## src/rtl/run_sequencer_if.sv

```systemverilog
`default_nettype none
// +----------------------------------------------------------------------+
// | run_sequencer_if                                                     |
// | Preload stream, data-memory side-port and dump stream bundle.        |
// | Rev 1.0                                                              |
// +----------------------------------------------------------------------+
interface run_sequencer_if #(
   parameter int AW = 8,
   parameter int DW = 8
);
   logic          in_valid;
   logic          in_ready;
   logic [AW-1:0] in_addr;
   logic [DW-1:0] in_data;
   logic          in_last;
   logic          mem_we;
   logic [AW-1:0] mem_addr;
   logic [DW-1:0] mem_wdata;
   logic [DW-1:0] mem_rdata;
   logic          out_valid;
   logic          out_ready;
   logic [AW-1:0] out_addr;
   logic [DW-1:0] out_data;

   modport master (
      input  in_valid, in_addr, in_data, in_last, mem_rdata, out_ready,
      output in_ready, mem_we, mem_addr, mem_wdata, out_valid, out_addr, out_data
   );

   modport slave (
      output in_valid, in_addr, in_data, in_last, mem_rdata, out_ready,
      input  in_ready, mem_we, mem_addr, mem_wdata, out_valid, out_addr, out_data
   );
endinterface
`default_nettype wire

```

## src/rtl/run_sequencer.sv

```systemverilog
`default_nettype none
// +----------------------------------------------------------------------+
// | run_sequencer                                                        |
// | Preload -> settle -> run -> dump sequencer for top_float2Float.      |
// | Optional run timeout enabled by macro RUN_TIMEOUT_EN.                |
// | Rev 1.0                                                              |
// +----------------------------------------------------------------------+
module run_sequencer #(
   parameter int            AW         = 8,
   parameter int            DW         = 8,
   parameter logic [AW-1:0] DUMP_BASE  = '0,
   parameter int            DUMP_LEN   = 16,
   parameter int            RST_CYCLES = 2,
   parameter logic [15:0]   TIMEOUT    = 16'd4096
) (
   input  wire logic         clk,
   input  wire logic         reset,
   input  wire logic         start,
   run_sequencer_if.master   bus,
   output logic              core_reset,
   input  wire logic         core_done,
   output logic              busy,
   output logic              finished,
   output logic              timed_out,
   output logic [15:0]       cycle_count
);
   localparam int c_idx_w = (DUMP_LEN > 1) ? $clog2(DUMP_LEN) : 1;
   localparam int c_set_w = $clog2(RST_CYCLES + 1);
   localparam logic [c_idx_w-1:0] c_last_idx   = c_idx_w'(DUMP_LEN - 1);
   localparam logic [c_set_w-1:0] c_settle_end = c_set_w'(RST_CYCLES);

   typedef enum logic [2:0] {
      IDLE      = 3'd0,
      LOAD      = 3'd1,
      SETTLE    = 3'd2,
      RUN       = 3'd3,
      DUMP_RD   = 3'd4,
      DUMP_WAIT = 3'd5,
      DUMP_OUT  = 3'd6,
      DONE      = 3'd7
   } state_t;

   state_t              r_state, w_next;
   logic                r_mem_we;
   logic [AW-1:0]       r_mem_addr;
   logic [DW-1:0]       r_mem_wdata;
   logic                r_out_valid;
   logic [AW-1:0]       r_out_addr;
   logic [DW-1:0]       r_out_data;
   logic [15:0]         r_cycle_count;
   logic [c_set_w-1:0]  r_settle;
   logic [c_idx_w-1:0]  r_idx;
   logic                r_core_reset;
   logic                w_accept;
   logic                w_start_ok;
   logic                w_timeout;
   logic [15:0]         w_count_inc;
   logic [c_idx_w-1:0]  w_idx_nxt;
   logic [AW-1:0]       w_rd_addr;

   assign w_accept    = bus.in_valid && (r_state == LOAD);
   assign w_start_ok  = start && ((r_state == IDLE) || (r_state == DONE));
   assign w_count_inc = (r_cycle_count == 16'hFFFF) ? r_cycle_count : r_cycle_count + 16'd1;
   assign w_idx_nxt   = (r_state == RUN) ? '0 : r_idx + 1'b1;
   assign w_rd_addr   = DUMP_BASE + AW'(w_idx_nxt);

`ifdef RUN_TIMEOUT_EN
   logic r_timed_out;
   assign w_timeout = (w_count_inc >= TIMEOUT);
   assign timed_out = r_timed_out;

   always_ff @(posedge clk) begin
      if (reset)
         r_timed_out <= 1'b0;
      else if (w_start_ok)
         r_timed_out <= 1'b0;
      else if ((r_state == RUN) && !core_done && w_timeout)
         r_timed_out <= 1'b1;
   end
`else
   // No timeout in this build; TIMEOUT is still referenced so the parameter list is identical.
   assign w_timeout = 1'b0 && (TIMEOUT != 16'd0);
   assign timed_out = 1'b0;
`endif

   always_ff @(posedge clk) begin
      if (reset)
         r_state <= IDLE;
      else
         r_state <= w_next;
   end

   always_comb begin
      w_next = r_state;
      case (r_state)
         IDLE, DONE: if (start) w_next = LOAD;
         LOAD:       if (w_accept && bus.in_last) w_next = SETTLE;
         SETTLE:     if (r_settle == c_settle_end) w_next = RUN;
         RUN:        if (core_done || w_timeout) w_next = DUMP_RD;
         DUMP_RD:    w_next = DUMP_WAIT;
         DUMP_WAIT:  w_next = DUMP_OUT;
         DUMP_OUT:   if (bus.out_ready) w_next = (r_idx == c_last_idx) ? DONE : DUMP_RD;
         default:    w_next = IDLE;
      endcase
   end

   always_ff @(posedge clk) begin
      if (reset) begin
         r_mem_we      <= 1'b0;
         r_mem_addr    <= '0;
         r_mem_wdata   <= '0;
         r_out_valid   <= 1'b0;
         r_out_addr    <= '0;
         r_out_data    <= '0;
         r_cycle_count <= 16'd0;
         r_settle      <= '0;
         r_idx         <= '0;
         r_core_reset  <= 1'b1;
      end else begin
         r_mem_we     <= w_accept;
         r_core_reset <= (w_next != RUN);
         if (w_accept) begin
            r_mem_addr  <= bus.in_addr;
            r_mem_wdata <= bus.in_data;
         end else if (w_next == DUMP_RD) begin
            r_mem_addr  <= w_rd_addr;
         end
         // Settle count starts in the strobe cycle of the final preload write.
         r_settle <= (r_state == SETTLE) ? r_settle + 1'b1 : '0;
         if (w_start_ok)
            r_cycle_count <= 16'd0;
         else if (r_state == RUN)
            r_cycle_count <= w_count_inc;
         if (r_state == RUN)
            r_idx <= '0;
         else if ((r_state == DUMP_OUT) && bus.out_ready)
            r_idx <= w_idx_nxt;
         if (r_state == DUMP_WAIT) begin
            r_out_valid <= 1'b1;
            r_out_addr  <= r_mem_addr;
            r_out_data  <= bus.mem_rdata;
         end else if ((r_state == DUMP_OUT) && bus.out_ready) begin
            r_out_valid <= 1'b0;
         end
      end
   end

   assign bus.in_ready  = (r_state == LOAD);
   assign bus.mem_we    = r_mem_we;
   assign bus.mem_addr  = r_mem_addr;
   assign bus.mem_wdata = r_mem_wdata;
   assign bus.out_valid = r_out_valid;
   assign bus.out_addr  = r_out_addr;
   assign bus.out_data  = r_out_data;
   assign core_reset    = r_core_reset;
   assign busy          = (r_state != IDLE) && (r_state != DONE);
   assign finished      = (r_state == DONE);
   assign cycle_count   = r_cycle_count;
endmodule
`default_nettype wire

```

## src/flat_wrapper.sv

```systemverilog
// flat-port wrapper written by rule: the top's interface ports become plain ports
module run_sequencer_flat 
#(
   parameter int            AW         = 8,
   parameter int            DW         = 8,
   parameter logic [AW-1:0] DUMP_BASE  = '0,
   parameter int            DUMP_LEN   = 16,
   parameter int            RST_CYCLES = 2,
   parameter logic [15:0]   TIMEOUT    = 16'd4096
)
  (clk, reset, start, core_reset, core_done, busy, finished, timed_out, cycle_count, bus_in_valid, bus_in_addr, bus_in_data, bus_in_last, bus_mem_rdata, bus_out_ready, bus_in_ready, bus_mem_we, bus_mem_addr, bus_mem_wdata, bus_out_valid, bus_out_addr, bus_out_data);
  run_sequencer_if #(.AW(AW), .DW(DW)) bus_i ();
  input  wire logic clk;
  input  wire logic reset;
  input  wire logic start;
  output logic core_reset;
  input  wire logic core_done;
  output logic busy;
  output logic finished;
  output logic timed_out;
  output logic [15:0] cycle_count;
  input wire logic [$bits(bus_i.in_valid)-1:0] bus_in_valid;
  input wire logic [$bits(bus_i.in_addr)-1:0] bus_in_addr;
  input wire logic [$bits(bus_i.in_data)-1:0] bus_in_data;
  input wire logic [$bits(bus_i.in_last)-1:0] bus_in_last;
  input wire logic [$bits(bus_i.mem_rdata)-1:0] bus_mem_rdata;
  input wire logic [$bits(bus_i.out_ready)-1:0] bus_out_ready;
  output wire logic [$bits(bus_i.in_ready)-1:0] bus_in_ready;
  output wire logic [$bits(bus_i.mem_we)-1:0] bus_mem_we;
  output wire logic [$bits(bus_i.mem_addr)-1:0] bus_mem_addr;
  output wire logic [$bits(bus_i.mem_wdata)-1:0] bus_mem_wdata;
  output wire logic [$bits(bus_i.out_valid)-1:0] bus_out_valid;
  output wire logic [$bits(bus_i.out_addr)-1:0] bus_out_addr;
  output wire logic [$bits(bus_i.out_data)-1:0] bus_out_data;
  assign bus_i.in_valid = bus_in_valid;
  assign bus_i.in_addr = bus_in_addr;
  assign bus_i.in_data = bus_in_data;
  assign bus_i.in_last = bus_in_last;
  assign bus_i.mem_rdata = bus_mem_rdata;
  assign bus_i.out_ready = bus_out_ready;
  assign bus_in_ready = bus_i.in_ready;
  assign bus_mem_we = bus_i.mem_we;
  assign bus_mem_addr = bus_i.mem_addr;
  assign bus_mem_wdata = bus_i.mem_wdata;
  assign bus_out_valid = bus_i.out_valid;
  assign bus_out_addr = bus_i.out_addr;
  assign bus_out_data = bus_i.out_data;
  run_sequencer #(.AW(AW), .DW(DW), .DUMP_BASE(DUMP_BASE), .DUMP_LEN(DUMP_LEN), .RST_CYCLES(RST_CYCLES), .TIMEOUT(TIMEOUT)) u_core (.clk(clk), .reset(reset), .start(start), .bus(bus_i), .core_reset(core_reset), .core_done(core_done), .busy(busy), .finished(finished), .timed_out(timed_out), .cycle_count(cycle_count));
endmodule
```

## config.mk

```make
export PLATFORM = sky130hd
export DESIGN_NAME = run_sequencer_flat
export DESIGN_NICKNAME = d
export VERILOG_FILES = /design/src/rtl/run_sequencer_if.sv /design/src/rtl/run_sequencer.sv /design/src/flat_wrapper.sv
export SDC_FILE = /design/constraint.sdc
export NUM_CORES = 1
export LEC_CHECK = 0
export CAP_MARGIN = 25
export CORE_MARGIN = 2
export CORE_UTILIZATION = 40
export DETAILED_ROUTE_END_ITERATION = 12
export PLACE_DENSITY_LB_ADDON = 0.08
export SYNTH_ARGS = -nofsm -noshare
export SYNTH_HDL_FRONTEND = slang
export SYNTH_SLANG_ARGS = --single-unit
```

## constraint.sdc

```tcl
create_clock -name clk -period 1.65 [get_ports clk]
set_input_delay 0.33 -clock clk [delete_from_list [all_inputs] [get_ports clk]]
set_output_delay 0.33 -clock clk [all_outputs]
set_load 0.02 [all_outputs]
```

==> impl_results.md <==
* Peak supply drop at just under 0.0006 V
* Syn Area/Cell at roughly 8.7 µm²
* Total wire length at around 7700 µm
* Final std cells w/o fill at 553
* Register area at around 1200 µm²
* Max Fclk at roughly 0.61 GHz
* Dpl hpwl at 5370 µm
* Hold Crit Class: reg -> reg
* Placed Area at 4030 µm²
* MaxCap Viol Count at 0
* Die Wd at 87.6 µm
* Final Cycle Share at 98.9%
* Worst setup SP type: primary input
* Largest net degree at the start of global routing at 20
* Initial antenna violation count at 0
* Cells after Synth at 321
* Worst setup margin at roughly 0.018 ns
* Commonest non-fill, non-tap cell in the layout: nand2_1
* Clock-pin transition on the worst setup and hold timing paths at roughly 0.07 ns
* Min Hold Slack at roughly 0.43 ns
* Clock Skew at around 0.012 ns
* GR Overflow Total at 0
* Placed insts at between 500 and 600
* H-Tree Depth at 3
* CP Cell Sequence: clkdlybuf4s50_1 -> nand4b_4 -> o221a_4 -> a2bb2oi_4 -> buf_4 -> a31o_2
* Placer Congestion at slightly above 0.8
* Initial Util at between 40% and 50%
* Synth Warn # at 0
* PwrDens at 733 nW/µm²
* # DRC at 0
* Final Net Count at slightly below 500
* CP startpoint: bus_out_ready
* Total power at ~3.2 mW
* Worst setup path end: u_core.bus.mem_addr[4]
* Clock Tree Root: clkbuf_8
* Skew-Pair Late Insertion Delay at between 0.3 and 0.4 ns
* Post-synth EDFFs at 0
* DR pass1 iterations at 4
* Number of global-route vias before repair at between 2000 and 3000
* Cell row count at 30
* Total track usage at a little over a fifth
* Final Util at between 60% and 70%
* Post-synth top area share at between 40% and 50%
* Layout cells sized above 1 at approximately 28%
* Setup_tns at 0 ns
* Required @ worst endpoint at 1.88 ns
* Slowest-stage cell, CP: clkdlybuf4s50_1
* Design area at roughly 4400 µm²
* Status: complete, no violations
* Delay of the slowest critical-path stage at about 0.54 ns
* Final Hold Fails at 0
* Placement-stage worst setup slack at -0.304 ns
* Mapped cell area at 2800 µm²
* Fillers at ~570
* Mapped Nets at between 300 and 400
* Static Leak at just under 2 nW
* Minimum clock period at roughly 1.6 ns
* Inserted Clock Buffers at 9
* Port Buffers at 84
* CP max FO at 6
* Crit path kind: in -> reg
* Worst reg2reg endpoint: u_core.bus.mem_addr[4]
* Die Ht at about 88 µm
* Synth async-reset ratio at 0%
* Worst r2r src: u_core.r_state[2]
* Synthesis-stage register bit count at 60
* Critical Path End Type: register
* Ant diodes at 0
* First-pass GRT wire length at between 10000 and 15000 µm
* Vias at 2798
* Multi-input combinational cell area at 1550 µm²
* Arrival @ worst endpoint at 1.86 ns
* Area leader, netlist: dfxtp_1
* WL per Instance at ~14 µm
* Clock sink count at 60
* Die Footprint at 7680 µm²
* CTS max path bufs at 2
* R2R depth at 6
* Most frequent cells in the layout: nand2_1 (60), clkdlybuf4s50_1 (49), buf_4 (49), dfxtp_1 (49), a21oi_1 (38)
* Top cells by area, synth: dfxtp_1 (43%), nand2_1 (8.1%), a21oi_1 (7.3%), o31ai_1 (3.2%), or4_1 (1.9%)
* Fin. max-slew vios at 0
* I/O pin cnt at between 80 and 90
* Antenna viol nets, final at 0
* CTS hold repair buffers at 0
* Commonest register cell after synthesis: dfxtp_1
* Vias/cell at roughly 5.1
* CTS tree: built
* Core box area at around 6800 µm²
* Cell variety after synth at 56
* Final setup viols at 0
* Worst R2R Setup Slack at ~0.04 ns
* Area Overhead vs Synth at 58.5%
* Post-synthesis sequential area ratio at 43.0%
* DR iter-0 viols at 87
* RSZ-0062 raised after global routing: true
## cell usage after synthesis, types with 6 or more instances
master    count
dfxtp_1      60
nand2_1      60
a21oi_1      41
o31ai_1      12
nand3_1       9
nor2_1        9
nor3_1        9
and3_1        8
inv_1         8
o21ai_0       8
clkbuf_1      7
or4_1         7
buf_2         6
## what timing repair did
item / 4_1_cts / 5_1_grt
hold endpoints to repair: 0 / 0
pin swaps: 5 / 7
gates resized for setup: 43 / 40
setup endpoints to repair: 49 / 32
setup buffers: 6 / 3
## power by group
| group | total [mW] | switching (mW) | internal, mW |
|---|---|---|---|
| clock | 1.35 | 0.577 | 0.775 |
| combinational | 0.394 | 0.179 | 0.214 |
| sequential | 1.50 | 0.0286 | 1.47 |
## kinds of logic (layout without fill, tap and decap cells)
group	Yosys count	after routing	synth area share, %
multiplexers	4	4	1.52
XOR/XNOR	5	5	1.57
buffers and inverters	29	165	5.64
AO/OA/AOI/OAI	81	81	18.8
other	1	1	0.134
flip-flops	60	60	43.0
adder cells (fa/ha/maj)	3	3	1.34
AND/OR/NAND/NOR	138	138	28.1
## cell type report
| type | count | share of cell area, % |
|---|---|---|
| Sequential cell | 60 | 27.6 |
| Clock buffer | 12 | 3.50 |
| Clock inverter | 4 | 1.07 |
| Timing Repair Buffer | 141 | 29.5 |
| Inverter | 8 | 0.677 |
| Tap cell | 96 | 2.71 |
| Multi-Input combinational cell | 232 | 34.9 |
## how the worst min path moves through the flow
| stage | start | endpoint | cells past startpoint |
|---|---|---|---|
| floorplan | u_core.r_settle[0] | u_core.r_settle[0] | 1 |
| global placement | u_core.r_settle[0] | u_core.r_settle[0] | 1 |
| detailed placement | u_core.r_settle[0] | u_core.r_settle[0] | 1 |
| CTS | u_core.r_settle[0] | u_core.r_settle[0] | 1 |
| global route | u_core.r_settle[0] | u_core.r_settle[0] | 1 |
| finish | u_core.r_settle[0] | u_core.r_settle[0] | 1 |
## registers in the layout (all words and copies together), names as in the netlist
signal / cells
u_core.bus.mem_addr: 8
u_core.bus.mem_wdata: 8
u_core.bus.mem_we: 1
u_core.bus.out_addr: 8
u_core.bus.out_data: 8
u_core.bus.out_valid: 1
u_core.core_reset: 1
u_core.cycle_count: 16
u_core.r_idx: 4
u_core.r_settle: 2
u_core.r_state: 3
## worst max-delay path: cells and delay by family
kind,cells,cell delay [ns]
compound gates,3,0.73
buf+inv,2,0.68
simple gates,1,0.12
## layer usage
layer,vias up,share of wire (%),track usage [%]
met5,-,0,0
met4,0,0.86,6.29
met3,7,5.5,4.62
met2,66,46,31.2
met1,1315,48,30.3
li1,1410,-,-
Note: power is estimated with default switching activity, not from simulation.
